$ cat config.mk
export PLATFORM = sky130hd
export DESIGN_NAME = lsu_trigger_chain
export DESIGN_NICKNAME = d
export VERILOG_FILES = /design/src/rtl/lsu_trigger_chain.sv
export SDC_FILE = /design/constraint.sdc
export NUM_CORES = 1
export LEC_CHECK = 0
export CAP_MARGIN = 20
export CORE_ASPECT_RATIO = 2
export CORE_MARGIN = 2
export CORE_UTILIZATION = 51
export CTS_CLUSTER_SIZE = 16
export DETAILED_ROUTE_END_ITERATION = 10
export PLACE_DENSITY = 0.84
export SLEW_MARGIN = 20
export SYNTH_ARGS = -nofsm -noshare
export SYNTH_HDL_FRONTEND = slang
export SYNTH_SLANG_ARGS = --single-unit
$ cat constraint.sdc
create_clock -name clk -period 4.4 [get_ports clk]
set_input_delay 0.44 -clock clk [delete_from_list [all_inputs] [get_ports clk]]
set_output_delay 0.44 -clock clk [all_outputs]
set_load 0.05 [all_outputs]
$ cat src/rtl/lsu_trigger_chain.sv
// lsu_trigger_chain
// Debug trigger matcher for DC3 loads/stores with NAPOT masking, per-trigger
// hit thresholds, sequential chaining and sticky status. The fire pulse is
// registered into DC4.
// Optional feature: define LSU_TRIG_LOAD_DATA_EN to allow data-compare
// triggers (select=1) to match load data taken from lsu_result_dc3.
//
// Access qualification: lsu_valid_dc3 marks a live DC3 access for exactly the
// cycle it is high. There is no backpressure. An access that is killed or comes
// from DMA is ignored entirely.
//
// Arm state per trigger is visible on trig_armed. S_INIT is the "recompute
// after reset / config write" state. In S_INIT the trigger is armed when it is
// enabled and not chained. This lets reset take effect on trig_armed
// asynchronously without a data-dependent reset value.
module lsu_trigger_chain #(
  parameter int NUM_TRIG = 4,
  parameter int DATA_W   = 32,
  parameter int CNT_W    = 8
) (
  input  logic                         clk,
  input  logic                         rst,
  input  logic [NUM_TRIG-1:0]          trig_en,
  input  logic [NUM_TRIG-1:0]          trig_select,
  input  logic [NUM_TRIG-1:0]          trig_load,
  input  logic [NUM_TRIG-1:0]          trig_store,
  input  logic [NUM_TRIG-1:0]          trig_napot,
  input  logic [NUM_TRIG-1:0]          trig_chain,
  input  logic [NUM_TRIG*DATA_W-1:0]   trig_tdata2,
  input  logic [NUM_TRIG*CNT_W-1:0]    trig_thresh,
  input  logic [NUM_TRIG-1:0]          trig_cfg_wr,
  input  logic [NUM_TRIG-1:0]          trig_status_clr,
  input  logic                         lsu_valid_dc3,
  input  logic                         lsu_dma_dc3,
  input  logic                         lsu_kill_dc3,
  input  logic                         lsu_load_dc3,
  input  logic                         lsu_store_dc3,
  input  logic [1:0]                   lsu_size_dc3,
  input  logic [DATA_W-1:0]            lsu_addr_dc3,
  input  logic [DATA_W-1:0]            store_data_dc3,
  input  logic [DATA_W-1:0]            lsu_result_dc3,
  output logic [NUM_TRIG-1:0]          lsu_trigger_match_dc4,
  output logic [NUM_TRIG-1:0]          trig_status,
  output logic [NUM_TRIG-1:0]          trig_armed
);

  typedef enum logic [1:0] {
    S_INIT     = 2'd0,
    S_DISARMED = 2'd1,
    S_ARMED    = 2'd2
  } trig_state_e;

  trig_state_e         state_q [NUM_TRIG];
  trig_state_e         state_d [NUM_TRIG];
  logic [CNT_W-1:0]    cnt_q   [NUM_TRIG];
  logic [CNT_W-1:0]    cnt_d   [NUM_TRIG];

  logic [NUM_TRIG-1:0] hit;
  logic [NUM_TRIG-1:0] fire;
  logic [NUM_TRIG-1:0] arm_eff;
  logic [NUM_TRIG-1:0] chain_up;
  logic [NUM_TRIG-1:0] fire_up;
  logic [NUM_TRIG:0]   chain_ext;
  logic [NUM_TRIG:0]   fire_ext;
  logic [NUM_TRIG-1:0] match_q;
  logic [NUM_TRIG-1:0] status_q;
  logic [DATA_W-1:0]   store_data_m;
  logic                acc_ok;

  // Keep only the bytes the access actually writes or reads.
  function automatic logic [DATA_W-1:0] size_mask(input logic [DATA_W-1:0] d,
                                                   input logic [1:0]        sz);
    logic [DATA_W-1:0] m;
    case (sz)
      2'd0:    m = DATA_W'(8'hFF);
      2'd1:    m = DATA_W'(16'hFFFF);
      default: m = '1;
    endcase
    return d & m;
  endfunction

  // Bit i of these vectors is the upstream (i-1) chain bit and fire.
  // Trigger 0 has no upstream.
  assign chain_ext = {trig_chain, 1'b0};
  assign fire_ext  = {fire, 1'b0};
  assign chain_up  = chain_ext[NUM_TRIG-1:0];
  assign fire_up   = fire_ext[NUM_TRIG-1:0];

  assign acc_ok       = lsu_valid_dc3 & ~lsu_dma_dc3 & ~lsu_kill_dc3;
  assign store_data_m = size_mask(store_data_dc3, lsu_size_dc3);

`ifdef LSU_TRIG_LOAD_DATA_EN
  logic [DATA_W-1:0] load_data_m;
  logic              unused_bits;
  assign load_data_m = size_mask(lsu_result_dc3, lsu_size_dc3);
  assign unused_bits = chain_ext[NUM_TRIG] ^ fire_ext[NUM_TRIG];
`else
  logic              unused_bits;
  assign unused_bits = (^lsu_result_dc3) ^ chain_ext[NUM_TRIG] ^ fire_ext[NUM_TRIG];
`endif

  // Per-trigger compare: pick the operand, apply the NAPOT mask, then qualify with access type.
  always_comb begin : cmp_p
    logic [DATA_W-1:0] t;
    logic [DATA_W-1:0] v;
    logic [DATA_W-1:0] ign;
    logic              sel_st;
    logic              sel_ld;
    logic              eq;
    t      = '0;
    v      = '0;
    ign    = '0;
    sel_st = 1'b0;
    sel_ld = 1'b0;
    eq     = 1'b0;
    hit    = '0;
    for (int i = 0; i < NUM_TRIG; i++) begin
      t      = trig_tdata2[i*DATA_W +: DATA_W];
      // A bit is ignored when every lower bit of tdata2 is one. Bit 0 is always ignored.
      ign    = '0;
      ign[0] = 1'b1;
      for (int k = 1; k < DATA_W; k++) begin
        ign[k] = ign[k-1] & t[k-1];
      end
      sel_st = lsu_store_dc3 & trig_store[i];
`ifdef LSU_TRIG_LOAD_DATA_EN
      sel_ld = lsu_load_dc3 & trig_load[i];
      if (!trig_select[i])    v = lsu_addr_dc3;
      else if (lsu_store_dc3) v = store_data_m;
      else                    v = load_data_m;
`else
      sel_ld = lsu_load_dc3 & trig_load[i] & ~trig_select[i];
      v      = trig_select[i] ? store_data_m : lsu_addr_dc3;
`endif
      eq     = trig_napot[i] ? (((v ^ t) & ~ign) == '0) : (v == t);
      hit[i] = acc_ok & (sel_st | sel_ld) & eq;
    end
  end

  // Effective arm state and fire decision. A config write in the same cycle drops the hit.
  always_comb begin : fire_p
    logic [CNT_W:0] cnt_inc;
    logic [CNT_W:0] thr_eff;
    logic [CNT_W-1:0] thr;
    cnt_inc = '0;
    thr_eff = '0;
    thr     = '0;
    arm_eff = '0;
    fire    = '0;
    for (int i = 0; i < NUM_TRIG; i++) begin
      thr        = trig_thresh[i*CNT_W +: CNT_W];
      thr_eff    = (thr == '0) ? (CNT_W+1)'(1) : {1'b0, thr};
      cnt_inc    = {1'b0, cnt_q[i]} + (CNT_W+1)'(1);
      arm_eff[i] = trig_en[i] & ((state_q[i] == S_ARMED) |
                                 ((state_q[i] == S_INIT) & ~chain_up[i]));
      fire[i]    = arm_eff[i] & hit[i] & ~trig_cfg_wr[i] & (cnt_inc >= thr_eff);
    end
  end

  // Next-state and counter update for each trigger FSM.
  always_comb begin : fsm_p
    for (int i = 0; i < NUM_TRIG; i++) begin
      state_d[i] = state_q[i];
      cnt_d[i]   = cnt_q[i];
      if (trig_cfg_wr[i]) begin
        state_d[i] = S_INIT;
        cnt_d[i]   = '0;
      end else if (!trig_en[i]) begin
        state_d[i] = S_DISARMED;
        cnt_d[i]   = '0;
      end else if (arm_eff[i]) begin
        state_d[i] = S_ARMED;
        if (fire[i]) begin
          cnt_d[i] = '0;
          if (chain_up[i]) state_d[i] = S_DISARMED;
        end else if (hit[i]) begin
          cnt_d[i] = cnt_q[i] + CNT_W'(1);
        end
      end else if (!chain_up[i] || fire_up[i]) begin
        // Upstream fire arms this trigger from the next access onward.
        state_d[i] = S_ARMED;
      end
    end
  end

  // State, counters, registered fire pulse and sticky status (set beats clear).
  always_ff @(posedge clk or posedge rst) begin
    if (rst) begin
      for (int i = 0; i < NUM_TRIG; i++) begin
        state_q[i] <= S_INIT;
        cnt_q[i]   <= '0;
      end
      match_q  <= '0;
      status_q <= '0;
    end else begin
      for (int i = 0; i < NUM_TRIG; i++) begin
        state_q[i] <= state_d[i];
        cnt_q[i]   <= cnt_d[i];
      end
      match_q  <= fire;
      status_q <= (status_q & ~trig_status_clr) | fire;
    end
  end

  assign lsu_trigger_match_dc4 = match_q;
  assign trig_status           = status_q;
  assign trig_armed            = arm_eff;

endmodule

==> impl_metrics.env, run 1 <==
export IMPL_status="finished, final reports clean"
export IMPL_clockBufferDepth=2
export IMPL_cp_max_fo=10
export IMPL_whs_ns=0.5378
export IMPL_synthTopCellsByCount="88 x nand2_1, 86 x a21oi_1, 71 x nand3_1"
export IMPL_met2_length_um=21130
export IMPL_min_to="trig_status[0]"
export IMPL_ff2ff_path_depth=10
export IMPL_maxSlewViolCount=0
export IMPL_place_inst=1738
export IMPL_clk_latency_ns=0.30
export IMPL_r2r_start="cnt_q[8]"
export IMPL_worstHoldPathCells=2
export IMPL_place_gp_congestion=1.122
export IMPL_synthCells=1250
export IMPL_grt_first_pass_wirelength_um=63380
export IMPL_syn_num_nets=1583
export IMPL_drc_errors=0
export IMPL_vias=11750
export IMPL_ys_top_cells_by_area="dfrtp_1 13%, xnor2_1 6.4%, ha_1 5.0%, a21oi_1 4.8%, xor2_1 4.8%"
export IMPL_yosysMostFrequentCell="nand2_1"
export IMPL_path_class="in2reg"
export IMPL_yosys_warnings=0
export IMPL_dp_hpwl_um=35720
export IMPL_synth_edff_count=0
export IMPL_fin_worst_skew_ns=0.005575
export IMPL_wl_met3_um=3034
export IMPL_end_kind="register"
export IMPL_grt_overflow=0
export IMPL_period_minus_slack_ns=3.811
export IMPL_via_per_inst=6.707
export IMPL_die_area_sq_mm=0.01885
export IMPL_yosysTopAreaCellShare=0.1303
export IMPL_grt_usage=0.4373
export IMPL_yosysSeqAreaShare=0.1303
export IMPL_wl_met1_um=13180
export IMPL_cts_resized=0
export IMPL_cts_sinks=47
export IMPL_leakage_nw=5.103
export IMPL_ys_ff_latch=47
export IMPL_htreeDepth=2
export IMPL_die_w_um=98.09
export IMPL_dp_slack_ns=0.3886
export IMPL_crit_required_ns=4.62
export IMPL_synth_area_leader_cell="dfrtp_1"
export IMPL_power_density_mw_per_mm2=155.6
export IMPL_routed_wl_um=42660
export IMPL_irDropWorstVdd_uv=413.1
export IMPL_core_region_area_sq_mm=0.01727
export IMPL_start_util=0.5227
export IMPL_fin_cells=1752
export IMPL_cts_root_buffer="clkbuf_16"
export IMPL_post_drt_wl_per_cell_um=24.35
export IMPL_yosysUniqueCellTypes=87
export IMPL_arrival_ns=4.03
export IMPL_r2r_end="state_q[1]"
export IMPL_relSlewSlack=0.3833
export IMPL_io_pins=309
export IMPL_rsz0062_at_grt="false"
export IMPL_critPathLaunchType="input pin"
export IMPL_synthArstFlopShare=1.000
export IMPL_io_buffers=275
export IMPL_synth_top_flop_cell="dfrtp_1"
export IMPL_post_cts_buffers=0
export IMPL_worst_pin_slew_ns=0.9153
export IMPL_setup_viol=0
export IMPL_hold_viol=0
export IMPL_top_layer="met4"
export IMPL_drv_cap=0
export IMPL_hp_start="trig_status[0]"
export IMPL_num_nets_final=1868
export IMPL_grt_pass1_vias=11955
export IMPL_fp_dieH_um=192.2
export IMPL_clk_pin_slew_ns=0.07
export IMPL_cts_tree="yes"
export IMPL_layout_setup_ws_ns=0.5892
export IMPL_cts_buffers=5
export IMPL_grt_antenna_before_repair=5
export IMPL_floorplan_rows=68
export IMPL_drive_gt1_frac=0.05469
export IMPL_drt_initial_drc_count=810
export IMPL_drtPass1Iterations=5
export IMPL_netlist_area_sq_mm=0.009029
export IMPL_fin_crit_sh=0.8661
export IMPL_route_antenna_remaining_nets=0
export IMPL_grt_max_degree=48
export IMPL_area_growth_pct=36.60
export IMPL_rrSetupSlack_ns=1.24
export IMPL_hp_class="reg2reg"
export IMPL_utilization=0.7141
export IMPL_ctsHoldBuffers=0
export IMPL_avgSynthCellArea_sq_um=7.223
export IMPL_fin_tns_setup_ns=0
export IMPL_fmax_ghz=0.2624
-- per-stage QoR --
stage	power, mW	cell area [sq um]
floorplan	0.9287	9029
global placement	1.427	12140
detailed placement	1.439	12140
CTS	1.892	12320
global route	1.989	12330
finish	1.919	12330
-- critical path: stages --
cell and delay [ns]:
clkdlybuf4s50_1 0.67, inv_1 0.21, a21oi_1 0.51, xnor2_1 0.18, nor4_1 0.31, buf_4 0.17, o21ai_0 0.09, a22o_1 0.25
o41a_1 0.47, or4_1 0.54, a31oi_1 0.18
-- power breakdown --
part	switching (mW)	internal, mW
Sequential	0.00161	0.435
Combinational	0.556	0.475
Clock	0.180	0.271
-- worst max-delay path by stage --
stage,start,end,slack [ns],cells past startpoint
detailed placement,lsu_addr_dc3[19],state_q[4],0.39,10
global route,trig_select[3],state_q[0],0.34,11
finish,trig_select[3],state_q[0],0.59,11
global placement,lsu_addr_dc3[19],state_q[4],0.44,10
floorplan,trig_chain[0],cnt_q[16],0.74,9
CTS,store_data_dc3[23],state_q[1],0.67,10
-- final cells by class --
cell class	count	area (sq um)
tap	210	262.8
multi-input combinational	1100	7392
antenna	6	15.01
clock buffer	5	125.1
sequential	47	1176
timing repair buffer	319	3080
inverter	62	234.0
fill	1415	4938
clock inverter	3	47.55
-- layout by cell type, fill, tap and decap left out, types with 36 or more instances in the layout --
cell,n
nor3_1,36
clkdlybuf4s50_1,272
inv_1,61
a21oi_1,86
dfrtp_1,47
o21ai_0,64
and3_1,64
xnor2_1,66
ha_1,36
xor2_1,49
nor2b_1,58
buf_4,43
nor2_1,56
nand3_1,71
nand2_1,88
-- sequential cells by signal (all words and copies together) (netlist names) --
register	flops
cnt_q	32
lsu_trigger_match_dc4	4
state_q	7
trig_status	4
-- cells by family (layout without fill, tap and decap cells) --
logic type                 count (synthesis)  count (layout)  synth area share
DFF                                       47              47            0.1303
muxes                                     35              35           0.03894
AOI/OAI and AO/OA                        369             369            0.2827
other                                      0               6                 0
xor gates and xnor gates                 115             115            0.1116
and+or+nand+nor                          545             545            0.3356
buffers and inverters                    103             389           0.05100
adders and majority gates                 36              36           0.04989
-- layer usage --
| metal | vias up | track usage |
|---|---|---|
| met4 | 0 | 0.4471 |
| met3 | 311 | 0.08042 |
| li1 | 5309 | - |
| met1 | 5380 | 0.3998 |
| met2 | 750 | 0.7769 |
| met5 | - | 0 |
Power figures use the tool's default switching activity.
==> run 2: changes to the inputs <==
Settings changed: SLEW_MARGIN 20 to 10.
==> impl_metrics.env, run 2 (synthesis gave the netlist of run 1 again) <==
export IMPL_status="finished, final reports clean"
export IMPL_hold_viol=0
export IMPL_clk_latency_ns=0.30
export IMPL_fin_crit_sh=0.8633
export IMPL_rsz0062_at_grt="false"
export IMPL_drv_cap=0
export IMPL_relSlewSlack=0.3802
export IMPL_routed_wl_um=42820
export IMPL_cts_resized=0
export IMPL_internal_power_mw=1.184
export IMPL_irDropWorstVdd_uv=412.2
export IMPL_comb_power_share=0.538
export IMPL_arrival_ns=4.00
export IMPL_num_nets_final=1869
export IMPL_leakage_nw=5.116
export IMPL_fin_tns_setup_ns=0
export IMPL_worst_pin_slew_ns=0.9200
export IMPL_grt_first_pass_wirelength_um=63380
export IMPL_max_flop_register="cnt_q"
export IMPL_io_pins=309
export IMPL_cts_buffers=5
export IMPL_largest_register_ffs=32
export IMPL_route_antenna_remaining_nets=0
export IMPL_core_region_area_sq_mm=0.01727
export IMPL_dp_slack_ns=0.3886
export IMPL_vias=11764
export IMPL_grt_usage=0.4373
export IMPL_crit_required_ns=4.60
export IMPL_dp_hpwl_um=35720
export IMPL_fp_dieH_um=192.2
export IMPL_grt_pass1_vias=11955
export IMPL_place_gp_congestion=1.122
export IMPL_pwr_share_seq=0.227
export IMPL_io_buffers=275
export IMPL_grt_max_degree=48
export IMPL_drt_initial_drc_count=807
export IMPL_p_clk_frac=0.235
export IMPL_swShare=0.3847
export IMPL_setup_viol=0
export IMPL_die_area_sq_mm=0.01885
export IMPL_layout_setup_ws_ns=0.6014
export IMPL_path_class="in2reg"
export IMPL_start_util=0.5227
export IMPL_power_switching_uw=740.6
export IMPL_via_per_inst=6.711
export IMPL_reg_top3="cnt_q x32, state_q x7"
export IMPL_die_w_um=98.09
export IMPL_post_cts_buffers=0
export IMPL_grt_antenna_before_repair=5
export IMPL_drive_gt1_frac=0.05530
export IMPL_floorplan_rows=68
export IMPL_hp_class="in2async"
export IMPL_critPathLaunchType="input pin"
export IMPL_mostFrequentLayoutCell="clkdlybuf4s50_1"
export IMPL_fin_worst_skew_ns=0.003081
export IMPL_area_growth_pct=36.89
export IMPL_clk_pin_slew_ns=0.06
export IMPL_ctsHoldBuffers=0
export IMPL_maxSlewViolCount=0
export IMPL_end_kind="register"
export IMPL_drc_errors=0
export IMPL_grt_overflow=0
export IMPL_period_minus_slack_ns=3.799
export IMPL_htreeDepth=2
export IMPL_fmax_ghz=0.2633
export IMPL_post_drt_wl_per_cell_um=24.42
export IMPL_cts_sinks=47
export IMPL_cts_tree="yes"
export IMPL_cp_max_fo=5
export IMPL_clockBufferDepth=2
export IMPL_cts_root_buffer="clkbuf_16"
export IMPL_final_cell_mix="272 x clkdlybuf4s50_1, 88 x nand2_1, 86 x a21oi_1, 71 x nand3_1, 66 x xnor2_1"
export IMPL_drtPass1Iterations=6
export IMPL_power_density_mw_per_mm2=155.8
## run 2: path summary, 6_finish.rpt
kind	startpoint	to	slack (ns)	depth (start not counted)
max in group asynchronous	rst	cnt_q[19]	3.37	3
min in group clk	trig_status[0]	trig_status[0]	0.54	2
max reg2reg	cnt_q[8]	state_q[1]	1.25	10
min	rst	trig_status[1]	0.51	2
min reg2reg	trig_status[0]	trig_status[0]	0.54	2
max	store_data_dc3[23]	state_q[1]	0.60	10
## run 2: metal layers
layer | wire (um) | vias to the layer above | track usage | part of all wire
met5 | 0 | - | 0 | 0
met2 | 21250 | 753 | 0.7769 | 0.50
met1 | 13210 | 5395 | 0.3998 | 0.31
met4 | 5295 | 0 | 0.4471 | 0.12
met3 | 3050 | 305 | 0.08042 | 0.071
li1 | - | 5311 | - | -
## run 2: through the flow
stage	utilization	instance area (sq um)	total power, mW	instances	hold slack, ns
finish	0.7156	12360	1.925	1753	0.5124
global route	0.7154	12360	1.993	1752	0.5730
CTS	0.7131	12320	1.892	1746	0.5386
detailed placement	0.7031	12140	1.439	1738	0.5243
global placement	0.7031	12140	1.427	1738	0.5251
floorplan	-	9029	0.9287	1250	0.5007
## run 2: area by class of cell
class                      count  area, sq um
multi-input combinational   1100         7392
inverter                      62        232.7
tap                          210        262.8
clock buffer                   5        125.1
fill                        1402         4912
antenna                        6        15.01
timing repair buffer         320         3108
sequential                    47         1176
clock inverter                 3        47.55
## run 2: power by group through the flow
stage / combinational [mW] / clock, mW / sequential (mW)
3_3_place_gp: 0.982 / 0 / 0.445
4_1_cts: 1.00 / 0.455 / 0.437
5_1_grt: 1.09 / 0.466 / 0.437
2_1_floorplan: 0.484 / 0 / 0.445
6_report: 1.04 / 0.453 / 0.437
3_5_place_dp: 0.993 / 0 / 0.445
## run 2: critical path, stage by stage
cell and delay (ns):
clkdlybuf4s50_1 0.56, and3_1 0.26, or3_1 0.39, a22oi_2 0.34, o22ai_1 0.15, or4_4 0.54, o41ai_4 0.44, nand3_2 0.19
or3_1 0.42, a211oi_1 0.27
